File: config.mk
export PLATFORM = sky130hd
export DESIGN_NAME = seq_pattern_detector
export DESIGN_NICKNAME = d
export VERILOG_FILES = /design/src/rtl/seqdet_pkg.sv /design/src/rtl/seqdet_sat_cnt.sv /design/src/rtl/seq_pattern_detector.sv
export SDC_FILE = /design/constraint.sdc
export NUM_CORES = 1
export LEC_CHECK = 0
export ABC_AREA = 1
export CAP_MARGIN = 20
export CORE_UTILIZATION = 55
export CTS_BUF_LIST = sky130_fd_sc_hd__clkbuf_8
export CTS_CLUSTER_SIZE = 25
export DETAILED_ROUTE_END_ITERATION = 16
export GPL_ROUTABILITY_DRIVEN = 0
export MAX_ROUTING_LAYER = met4
export PLACE_DENSITY = 0.79
export SYNTH_ARGS = -nofsm -noshare
export SYNTH_HDL_FRONTEND = slang
export SYNTH_SLANG_ARGS = --single-unit
export TNS_END_PERCENT = 1
File: constraint.sdc
create_clock -name clk -period 5.7 [get_ports clk]
set_input_delay 0.57 -clock clk [delete_from_list [all_inputs] [get_ports clk]]
set_output_delay 0.57 -clock clk [all_outputs]
set_load 0.03 [all_outputs]
File: src/rtl/seqdet_pkg.sv
// Shared constants and helpers for the serial pattern detector.
package seqdet_pkg;

    localparam int SEQDET_PAT_W = 8;
    localparam int SEQDET_LEN_W = 4;
    localparam int SEQDET_CNT_W = 16;

    // A length is usable only when it selects at least one bit and fits the pattern register.
    function automatic logic len_ok(input int unsigned len, input int unsigned max_len);
        return (len != 0) && (len <= max_len);
    endfunction

endpackage

File: src/rtl/seqdet_sat_cnt.sv
// Saturating event counter; a clear coinciding with an increment leaves the count at 1.
module seqdet_sat_cnt
    import seqdet_pkg::*;
#(
    parameter int CNT_W = SEQDET_CNT_W
) (
    input  logic             clk,
    input  logic             rst_n,
    input  logic             inc,
    input  logic             clr,
    output logic [CNT_W-1:0] count
);

    localparam logic [CNT_W-1:0] CNT_MAX = '1;

    logic [CNT_W-1:0] count_q;
    logic [CNT_W-1:0] count_d;

    always_comb begin
        count_d = count_q;
        if (clr) begin
            count_d = inc ? CNT_W'(1) : '0;
        end else if (inc && (count_q != CNT_MAX)) begin
            count_d = count_q + CNT_W'(1);
        end
    end

    always_ff @(posedge clk or negedge rst_n) begin
        if (!rst_n) begin
            count_q <= '0;
        end else begin
            count_q <= count_d;
        end
    end

    assign count = count_q;

endmodule

File: src/rtl/seq_pattern_detector.sv
// Run-time configurable serial pattern detector with saturating match counter.
// Define SEQDET_MASK_EN to add a per-bit don't-care mask port.
module seq_pattern_detector
    import seqdet_pkg::*;
#(
    parameter int PAT_W = SEQDET_PAT_W,
    parameter int LEN_W = SEQDET_LEN_W,
    parameter int CNT_W = SEQDET_CNT_W
) (
    input  logic             clk,
    input  logic             rst_n,
    input  logic             cfg_load,
    input  logic [PAT_W-1:0] pattern,
    input  logic [LEN_W-1:0] pat_len,
    input  logic             overlap_en,
    input  logic             data_valid,
    input  logic             data_in,
    input  logic             cnt_clr,
    output logic             match,
    output logic [CNT_W-1:0] match_count
`ifdef SEQDET_MASK_EN
    ,
    input  logic [PAT_W-1:0] mask
`endif
);

    localparam logic [LEN_W-1:0] FILL_MAX = LEN_W'(PAT_W);

    logic [PAT_W-1:0] hist_q, hist_d;
    logic [LEN_W-1:0] fill_q, fill_d;
    logic             match_q, match_d;
    logic [PAT_W-1:0] pat_q, pat_d;
    logic [LEN_W-1:0] len_q, len_d;
    logic             ovl_q, ovl_d;

    logic [PAT_W-1:0] hist_n;
    logic [LEN_W-1:0] fill_n;
    logic [PAT_W-1:0] len_mask;
    logic [PAT_W-1:0] care;
    logic             accept;
    logic             hit;

    // Bit gi takes part in the compare only when it lies inside the active length.
    for (genvar gi = 0; gi < PAT_W; gi++) begin : g_len_mask
        assign len_mask[gi] = (LEN_W'(gi) < len_q);
    end

`ifdef SEQDET_MASK_EN
    logic [PAT_W-1:0] mask_q, mask_d;
    assign care = len_mask & ~mask_q;
`else
    assign care = len_mask;
`endif

    assign accept = data_valid && !cfg_load;
    assign hist_n = {hist_q[PAT_W-2:0], data_in};
    assign fill_n = (fill_q >= FILL_MAX) ? FILL_MAX : fill_q + LEN_W'(1);

    // The fill gate keeps stale or cleared history from producing a match.
    assign hit = accept && (len_q != '0) && (fill_n >= len_q)
                 && (((hist_n ^ pat_q) & care) == '0);

    always_comb begin
        hist_d  = hist_q;
        fill_d  = fill_q;
        match_d = 1'b0;
        pat_d   = pat_q;
        len_d   = len_q;
        ovl_d   = ovl_q;
`ifdef SEQDET_MASK_EN
        mask_d  = mask_q;
`endif
        if (cfg_load) begin
            pat_d  = pattern;
            len_d  = len_ok(32'(pat_len), 32'(PAT_W)) ? pat_len : '0;
            ovl_d  = overlap_en;
            hist_d = '0;
            fill_d = '0;
`ifdef SEQDET_MASK_EN
            mask_d = mask;
`endif
        end else if (data_valid) begin
            hist_d  = hist_n;
            match_d = hit;
            fill_d  = (hit && !ovl_q) ? '0 : fill_n;
        end
    end

    always_ff @(posedge clk or negedge rst_n) begin
        if (!rst_n) begin
            hist_q  <= '0;
            fill_q  <= '0;
            match_q <= 1'b0;
            pat_q   <= '0;
            len_q   <= '0;
            ovl_q   <= 1'b0;
`ifdef SEQDET_MASK_EN
            mask_q  <= '0;
`endif
        end else begin
            hist_q  <= hist_d;
            fill_q  <= fill_d;
            match_q <= match_d;
            pat_q   <= pat_d;
            len_q   <= len_d;
            ovl_q   <= ovl_d;
`ifdef SEQDET_MASK_EN
            mask_q  <= mask_d;
`endif
        end
    end

    seqdet_sat_cnt #(
        .CNT_W (CNT_W)
    ) u_cnt (
        .clk   (clk),
        .rst_n (rst_n),
        .inc   (hit),
        .clr   (cnt_clr),
        .count (match_count)
    );

    assign match = match_q;

endmodule

# Word level (Yosys, flattened, before mapping)
# Index checks and enable logic that the tools add are counted.
dict set report totals {
  input_bits 19
  ff_bits 41
  word_cells 49
  out_inout_bits 17
}
dict set report classes {
  mux 12
  add_sub_neg 2
  n_lt_le_gt_ge 11
  eq_ne 1
  reduce_logical 14
  bitwise_logic 2
}
# op n
set ops {}
lappend ops {{$mux W16} 2}
lappend ops {{$mux W4} 5}
lappend ops {{$add A16 B1 Y16 const B} 1}
lappend ops {{$lt A3 B4 Y1 const A} 4}
lappend ops {{$ne A16 B16 Y1 const B} 1}
lappend ops {{$mux W7} 2}
lappend ops {{$and A8 B8 Y8} 1}
lappend ops {{$logic_not A8 Y1} 1}
lappend ops {{$lt A1 B4 Y1 const A} 2}
lappend ops {{$lt A2 B4 Y1 const A} 2}
lappend ops {{$reduce_bool A4 Y1} 2}
lappend ops {{$xor A8 B8 Y8} 1}
lappend ops {{$logic_and A1 B1 Y1} 7}
lappend ops {{$add A4 B1 Y4 const B} 1}
lappend ops {{$ge A4 B4 Y1} 1}
lappend ops {{$ge A4 B4 Y1 const B} 1}
lappend ops {{$le A4 B4 Y1 const B} 1}
lappend ops {{$reduce_bool A2 Y1} 2}
lappend ops {{$mux W1} 3}
lappend ops {{$logic_not A1 Y1} 2}

# Depth between registers and ports, before layout
# Gate-level depths: netlist (run 1).
dict set report logic_depth {
  depth_word 9
  ltp_mapped 14
}

# Cells and area by module
# A second synthesis (run 1) with hierarchy kept.
dict set report hier_totals {
  cells_unflattened 328
  hier_area_um2 2406.1
}
# module n_inst cells_per_inst seq_area_each_um2 area_per_inst_um2
set by_module_without_submodules {}
lappend by_module_without_submodules {seq_pattern_detector 1 179 625.6 1385.1}
lappend by_module_without_submodules {seqdet_sat_cnt 1 149 400.4 1021.0}

# Least setup slack after synthesis (run 1)
# OpenSTA, ideal clock, no wires.
dict set report synth_path {
  kind {register to register}
  start {reg fill_q[0]}
  end {reg u_cnt.count_q[5], in the netlist u_cnt.count[5]}
  path_buffers 1
  setup_slack_ns 3.781
  path_stages_with_launch 14
  t_arrival_ns 1.799
  synth_period_minus_slack_ns 1.919
  path_cell_list {dfrtp_1 inv_1 ha_1 inv_1 nor2_1 ha_1 nand2_1 nand2_1 nand2_1 a21oi_2 nand4_4 buf_6 nand3_1 nand2_1}
}
dict set report synth_between {
  elab_chain_cells 7
  elab_cells_between_ends 8
}
# element line
set synth_lines {}
lappend synth_lines {{from (decl)} seq_pattern_detector.sv:30} ;# logic [LEN_W-1:0] fill_q, fill_d;
lappend synth_lines {{from (signal assigned)} seq_pattern_detector.sv:102} ;# fill_q <= fill_d;
lappend synth_lines {{$add A4 B1 Y4 or $ge A4 B4 Y1 (tied branches)} seq_pattern_detector.sv:57} ;# assign fill_n = (fill_q >= FILL_MAX) ? FILL_MAX : fill_q + LEN_W'(1);
lappend synth_lines {{$mux W4 *} seq_pattern_detector.sv:57}
lappend synth_lines {{$ge A4 B4 Y1 *} seq_pattern_detector.sv:60} ;# assign hit = accept && (len_q != '0) && (fill_n >= len_q)
lappend synth_lines {{$logic_and A1 B1 Y1 *} seq_pattern_detector.sv:60}
lappend synth_lines {{$logic_and A1 B1 Y1 *} seq_pattern_detector.sv:61} ;# && (((hist_n ^ pat_q) & care) == '0);
lappend synth_lines {{$logic_and A1 B1 Y1 *} seqdet_sat_cnt.sv:23} ;# end else if (inc && (count_q != CNT_MAX)) begin
lappend synth_lines {{$reduce_bool A2 Y1 (no source line) *} n/a}
lappend synth_lines {{to (signal assigned)} seqdet_sat_cnt.sv:32} ;# count_q <= count_d;
lappend synth_lines {{to (decl)} seqdet_sat_cnt.sv:16} ;# logic [CNT_W-1:0] count_q;
# Every way passes the cells marked *; elsewhere a longest branch is shown, timed or not.
# A chain may end at the register's enable or synchronous reset.

# Worst setup path after layout (run 1)
dict set report layout_path {
  start {in cfg_load}
  end {reg u_cnt.count_q[6], in the netlist u_cnt.count[6]}
}
dict set report layout_between {
  elab_chain_cells 7
}
# element line
set layout_lines {}
lappend layout_lines {{from (decl)} seq_pattern_detector.sv:12} ;# input logic cfg_load,
lappend layout_lines {{$logic_not A1 Y1} seq_pattern_detector.sv:55} ;# assign accept = data_valid && !cfg_load;
lappend layout_lines {{$logic_and A1 B1 Y1} seq_pattern_detector.sv:55}
lappend layout_lines {{$logic_and A1 B1 Y1 (2 in series)} seq_pattern_detector.sv:60}
lappend layout_lines {{$logic_and A1 B1 Y1} seq_pattern_detector.sv:61}
lappend layout_lines {{$logic_and A1 B1 Y1} seqdet_sat_cnt.sv:23}
lappend layout_lines {{$reduce_bool A2 Y1 (no source line)} n/a}
# No other way between the ends.

==> run summary, run 1 <==
DRC viols - 0
CP Launch Type - primary input
post-CTS setup repair buffer count - 0
vias in the first global route - 1950
diode count - 0
H-tree levels - 2
share of the synthesized area in the top cell type - 42.4%
VDD IR max - 147 µV
minimum clock period - 2.53 ns
crit path from - cfg_load
Ys Warns - 0
# hold bufs at CTS - 0
Via density - 5.35
I/O pins - 36
Starting Density - 58.8%
clock tree buffer depth - 2
Clock Skew - 0.00418 ns
total power draw - 0.000647 W
most frequent cell after synthesis - nand2_1
Worst-path clk slew - 0.08 ns
pre-CTS WS - 2.86 ns
Finished Cell Area - 0.00290 mm²
Detailed Routing Iterations Pass 1 - 4
CP Class - in -> reg
part of the Yosys area used for sequential elements - 42.4%
Final Hold Violating Endpoints - 0
GRT Residual Overflow - 0
post-CTS resize count - 0
Unique masters post-synth - 28
Placeable Area - 0.00412 mm²
initial DRC count - 142
Leakage Power - 1.46 nW
CP endpoint kind - flip-flop
Syn Nets - 344
largest net degree at the start of global routing - 42
area added between synthesis and finish - 19.9%
PortBufs - 35
cells after synthesis - 318
total number of vias - 2160
Area contributors post-synth - dfrtp_1 42%, nand2_1 16%, nand3_1 6.6%
Num CTS Buffers - 5
Die Span X - 68.3 µm
Routed Antenna Nets - 0
largest fanout on the critical path - 27
Routed WL - 5180 µm
share of layout cells above drive strength 1 - 6.78%
R2R Setup Slk - 3.39 ns
share of the cycle needed by the critical path after routing - 44.4%
end point of the critical path - u_cnt.count[6]
RR Startpoint - fill_q[0]
fin cells - 404
dominant synthesized flop cell - dfrtp_1
first-pass GRT wire length - 8870 µm
R2R depth - 13
Mapped Area - 0.00242 mm²
DP Cell Count - 396
Layout Nets - 379
Required @ worst endpoint - 5.94 ns
final worst slack - 3.17 ns
antenna violations before repair - 0
Total GRT Usage - 26.4%
full die area - 0.00467 mm²
measured slew at the worst slew-check pin - 0.951 ns
Post-synth EDFFs - 0
CTS Root Cell - clkbuf_8
max-cap violation count - 0
FF-to-FF End - u_cnt.count[6]
synthesis-stage register bit count - 41
FP Rows - 23
Final TNS setup - 0 ns
DIE HEIGHT - 68.3 µm
CTS tree - yes
Clock Latency Late Sink - 0.29 ns
wire per inst - 12.8 µm
Yosys top cell by area - dfrtp_1
Layout fillers - 334
pwr dens - 223 mW/mm²
Critical Path AT - 2.77 ns
status - complete, no violations
worst hold path type - in -> async
Slew HR - 36.4%
RSZ-0062 raised after global routing - false
Max Transition Viols Final - 0
top post-synthesis cells by count - 103 x nand2_1, 41 x dfrtp_1, 39 x inv_1
Placed Area - 0.00278 mm²
post-DP HPWL - 3710 µm
Clock Sinks - 41
syn avg cell area - 7.61 µm²
FFs w/ async S/R, synth - 100%
Max Freq - 395 MHz
final setup fails - 0
kinds of logic after synthesis:
family / Yosys count / share of synthesized area, %
adders and majority gates: 7 / 3.62
DFF: 41 / 42.4
and+or+nand+nor: 185 / 35.6
xor gates and xnor gates: 11 / 3.98
AOI/OAI and AO/OA: 27 / 6.36
buffers and inverters: 47 / 7.97
placed cells by master (no fill, tap or decap), drive strengths merged, types with 6 or more instances in the layout:
master / netlist / final
clkbuf: 4 / 6
clkdlybuf4s50: 0 / 34
dfrtp: 41 / 41
ha: 7 / 7
inv: 39 / 40
nand2: 107 / 107
nand3: 33 / 33
nand4: 12 / 12
nor2: 26 / 26
o21ai: 13 / 13
o22ai: 9 / 9
xor2: 7 / 7
state kept, by name, indices dropped and copies added (netlist names):
| register | count |
|---|---|
| u_cnt.count | 16 |
| pat_q | 8 |
| hist_q | 7 |
| fill_q | 4 |
| len_q | 4 |
| match | 1 |
| ovl_q | 1 |
report_power, final:
part / switching [W] / leakage [nW] / internal [W] / total [W]
Sequential: 0.00000946 / 0.550 / 0.000302 / 0.000311
Combinational: 0.0000588 / 0.846 / 0.0000347 / 0.0000935
Clock: 0.000102 / 0.0626 / 0.000141 / 0.000243
routing by layer:
metal	vias up	wire length [µm]	track usage (%)
met4	0	78	9.11
met3	9	323	5.17
met1	981	2470	35.4
met5	-	0	-
li1	1096	-	-
met2	74	2310	39.7
cell type report:
cell class / instances / area (µm²) / area share, %
clock buffers: 6 / 82.6 / 2.85
inverters: 40 / 150 / 5.18
repair buffers: 35 / 345 / 11.9
multi-input cells: 230 / 1200 / 41.4
flip-flops and latches: 41 / 1030 / 35.4
clock inverters: 2 / 33.8 / 1.16
well taps: 50 / 62.6 / 2.16
metrics by stage:
step                      hold WS [ns]  util [%]
final                            0.391      70.5
after global routing             0.474      70.5
after CTS                        0.436      70.5
after detailed placement         0.493      67.6
after global placement           0.493      67.6
after floorplan                  0.274         -
critical path, stage by stage:
cell	delay (ns)
clkdlybuf4s50_1	0.90
nor2_8	0.33
nand3_2	0.11
nor2_4	0.16
nand4_4	0.27
nand2_2	0.25
nand2_1	0.09
nand2_1	0.07
worst min path at each step:
stage                end  cells after the start      from  slack (ns)
2_1_floorplan  fill_q[0]                      0     rst_n        0.27
4_1_cts         pat_q[6]                      1     rst_n        0.44
3_3_place_gp    pat_q[3]                      2  pat_q[3]        0.49
5_1_grt         pat_q[6]                      1     rst_n        0.47
6_report       fill_q[0]                      1     rst_n        0.39
3_5_place_dp    pat_q[3]                      2  pat_q[3]        0.49
Power figures use the tool's default switching activity.
==> run 2, diff against run 1 <==
==> constraint.sdc (replaced) <==
create_clock -name clk -period 2.6 [get_ports clk]
set_input_delay 0.26 -clock clk [delete_from_list [all_inputs] [get_ports clk]]
set_output_delay 0.26 -clock clk [all_outputs]
set_load 0.03 [all_outputs]
==> run 2 against run 1 <==
Compared with the run above:
- via count is 1.1% lower
- clock skew is 0.0016 ns higher
- design area increased by 0.73%
- non-clock buffer count is 3 higher
- setup slack got worse by 2.8 ns
- critical path type is now reg -> reg
- sequential power up 120%
- flip-flop and latch count did not move
- utilization grew 0.52 points
- first-iteration DRC count shrank 14%
- register-to-register slack lost 3.0 ns
==> run summary, run 2 (same netlist as run 1, synthesis figures left out) <==
pwr dens - 484 mW/mm²
worst hold path type - in -> async
share of layout cells above drive strength 1 - 7.84%
DIE HEIGHT - 68.3 µm
Placeable Area - 0.00412 mm²
Leakage Power - 1.46 nW
Slowest Stage Delay on Critical Path - 0.44 ns
Via density - 5.25
crit path from - fill_q[0]
R2R depth - 12
GRT Residual Overflow - 0
FP Rows - 23
Num CTS Buffers - 5
CP Cell Sequence - ha_1 -> xnor2_1 -> nor2_1 -> ha_1 -> nand2_1 -> inv_1 -> nand2_1 -> a21oi_2 -> nand4_4 -> nand2_2 -> nand2_1 -> nand2_1
Clock Skew - 0.00573 ns
most used cell along the critical path - nand2_1
CTS tree - yes
wire per inst - 12.3 µm
top cell family by delay on the critical path - simple AND/OR/NAND/NOR gates
full die area - 0.00467 mm²
Max Transition Viols Final - 0
Clock Sinks - 41
initial DRC count - 122
WP buf/inv - 1
max-cap violation count - 0
Slowest cell on crit path - dfrtp_1
CTS Root Cell - clkbuf_8
first-pass GRT wire length - 8580 µm
final worst slack - 0.381 ns
CP Class - reg -> reg
Required @ worst endpoint - 2.84 ns
Die Span X - 68.3 µm
Clock Latency Late Sink - 0.30 ns
post-CTS setup repair buffer count - 0
Layout Nets - 382
share of the cycle needed by the critical path after routing - 85.3%
Critical Path AT - 2.46 ns
Worst-path clk slew - 0.09 ns
Final TNS setup - 0 ns
H-tree levels - 2
FF-to-FF End - u_cnt.count[7]
largest fanout on the critical path - 17
Max Freq - 451 MHz
largest net degree at the start of global routing - 42
clock tree buffer depth - 2
Final Hold Violating Endpoints - 0
# hold bufs at CTS - 0
minimum clock period - 2.22 ns
diode count - 0
post-CTS resize count - 0
Slew HR - 39.2%
RR Startpoint - fill_q[0]
CP Launch Type - flip-flop
Starting Density - 58.8%
Detailed Routing Iterations Pass 1 - 5
measured slew at the worst slew-check pin - 0.912 ns
final setup fails - 0
most frequent cells in the layout - 103 x nand2_1, 41 x dfrtp_1, 39 x inv_1, 34 x clkdlybuf4s50_1, 32 x nand3_1
total number of vias - 2137
post-DP HPWL - 3660 µm
R2R Setup Slk - 0.38 ns
I/O pins - 36
max reg flops - 16
DRC viols - 0
fin cells - 407
RSZ-0062 raised after global routing - false
DP Cell Count - 399
Routed Antenna Nets - 0
CP endpoint kind - flip-flop
VDD IR max - 464 µV
Routed WL - 5010 µm
area added between synthesis and finish - 20.8%
PortBufs - 35
pre-CTS WS - 0.425 ns
antenna violations before repair - 0
Total GRT Usage - 25.8%
vias in the first global route - 1982
commonest non-fill, non-tap cell in the layout - nand2_1
Layout fillers - 337
Hold WS - 0.0843 ns
status - complete, no violations
-- run 2: layout make-up --
type | count | area, µm² | area share [%]
Multi-Input combinational cell | 230 | 1200 | 41.1
Inverter | 40 | 150 | 5.14
Tap cell | 50 | 62.6 | 2.14
Clock inverter | 3 | 46.3 | 1.58
Sequential cell | 41 | 1030 | 35.1
Clock buffer | 5 | 68.8 | 2.36
Timing Repair Buffer | 38 | 368 | 12.6
-- run 2: metrics by stage --
step | util [%] | area (µm²) | power (W)
after floorplan | - | 2420 | 0.000824
after CTS | 71.0 | 2920 | 0.00143
after detailed placement | 68.2 | 2810 | 0.000898
after global routing | 71.0 | 2920 | 0.00148
after global placement | 68.2 | 2810 | 0.000893
final | 71.0 | 2920 | 0.00141
-- run 2: worst reg2reg max path: cells and delay by family, from the launching register on --
kind / cells / cell delay (ns)
xor gates and xnor gates: 1 / 0.14
AOI/OAI and AO/OA: 1 / 0.19
and+or+nand+nor: 7 / 0.84
adders and majority gates: 2 / 0.51
DFF: 1 / 0.44
buffers and inverters: 1 / 0.04
-- run 2: routing by layer --
layer,global-route usage [%],up-vias,routed length (µm)
met5,-,-,0
met1,33.6,977,2440
met4,7.55,0,49
li1,-,1097,-
met2,39.1,57,2210
met3,7.17,6,304
-- run 2: worst max-delay path by stage --
stage | to | slack (ns) | depth (start not counted)
CTS | u_cnt.count[6] | 0.39 | 12
finish | u_cnt.count[7] | 0.38 | 12
global placement | u_cnt.count[4] | 0.50 | 12
detailed placement | u_cnt.count[7] | 0.43 | 12
floorplan | u_cnt.count[5] | 0.68 | 13
global route | u_cnt.count[12] | 0.16 | 12
-- run 2: power breakdown --
part	switching (W)	total [W]	internal, W
registers	0.0000196	0.000681	0.000661
clock network	0.000241	0.000528	0.000287
logic	0.000125	0.000204	0.0000786
total	0.000386	0.00141	0.00103
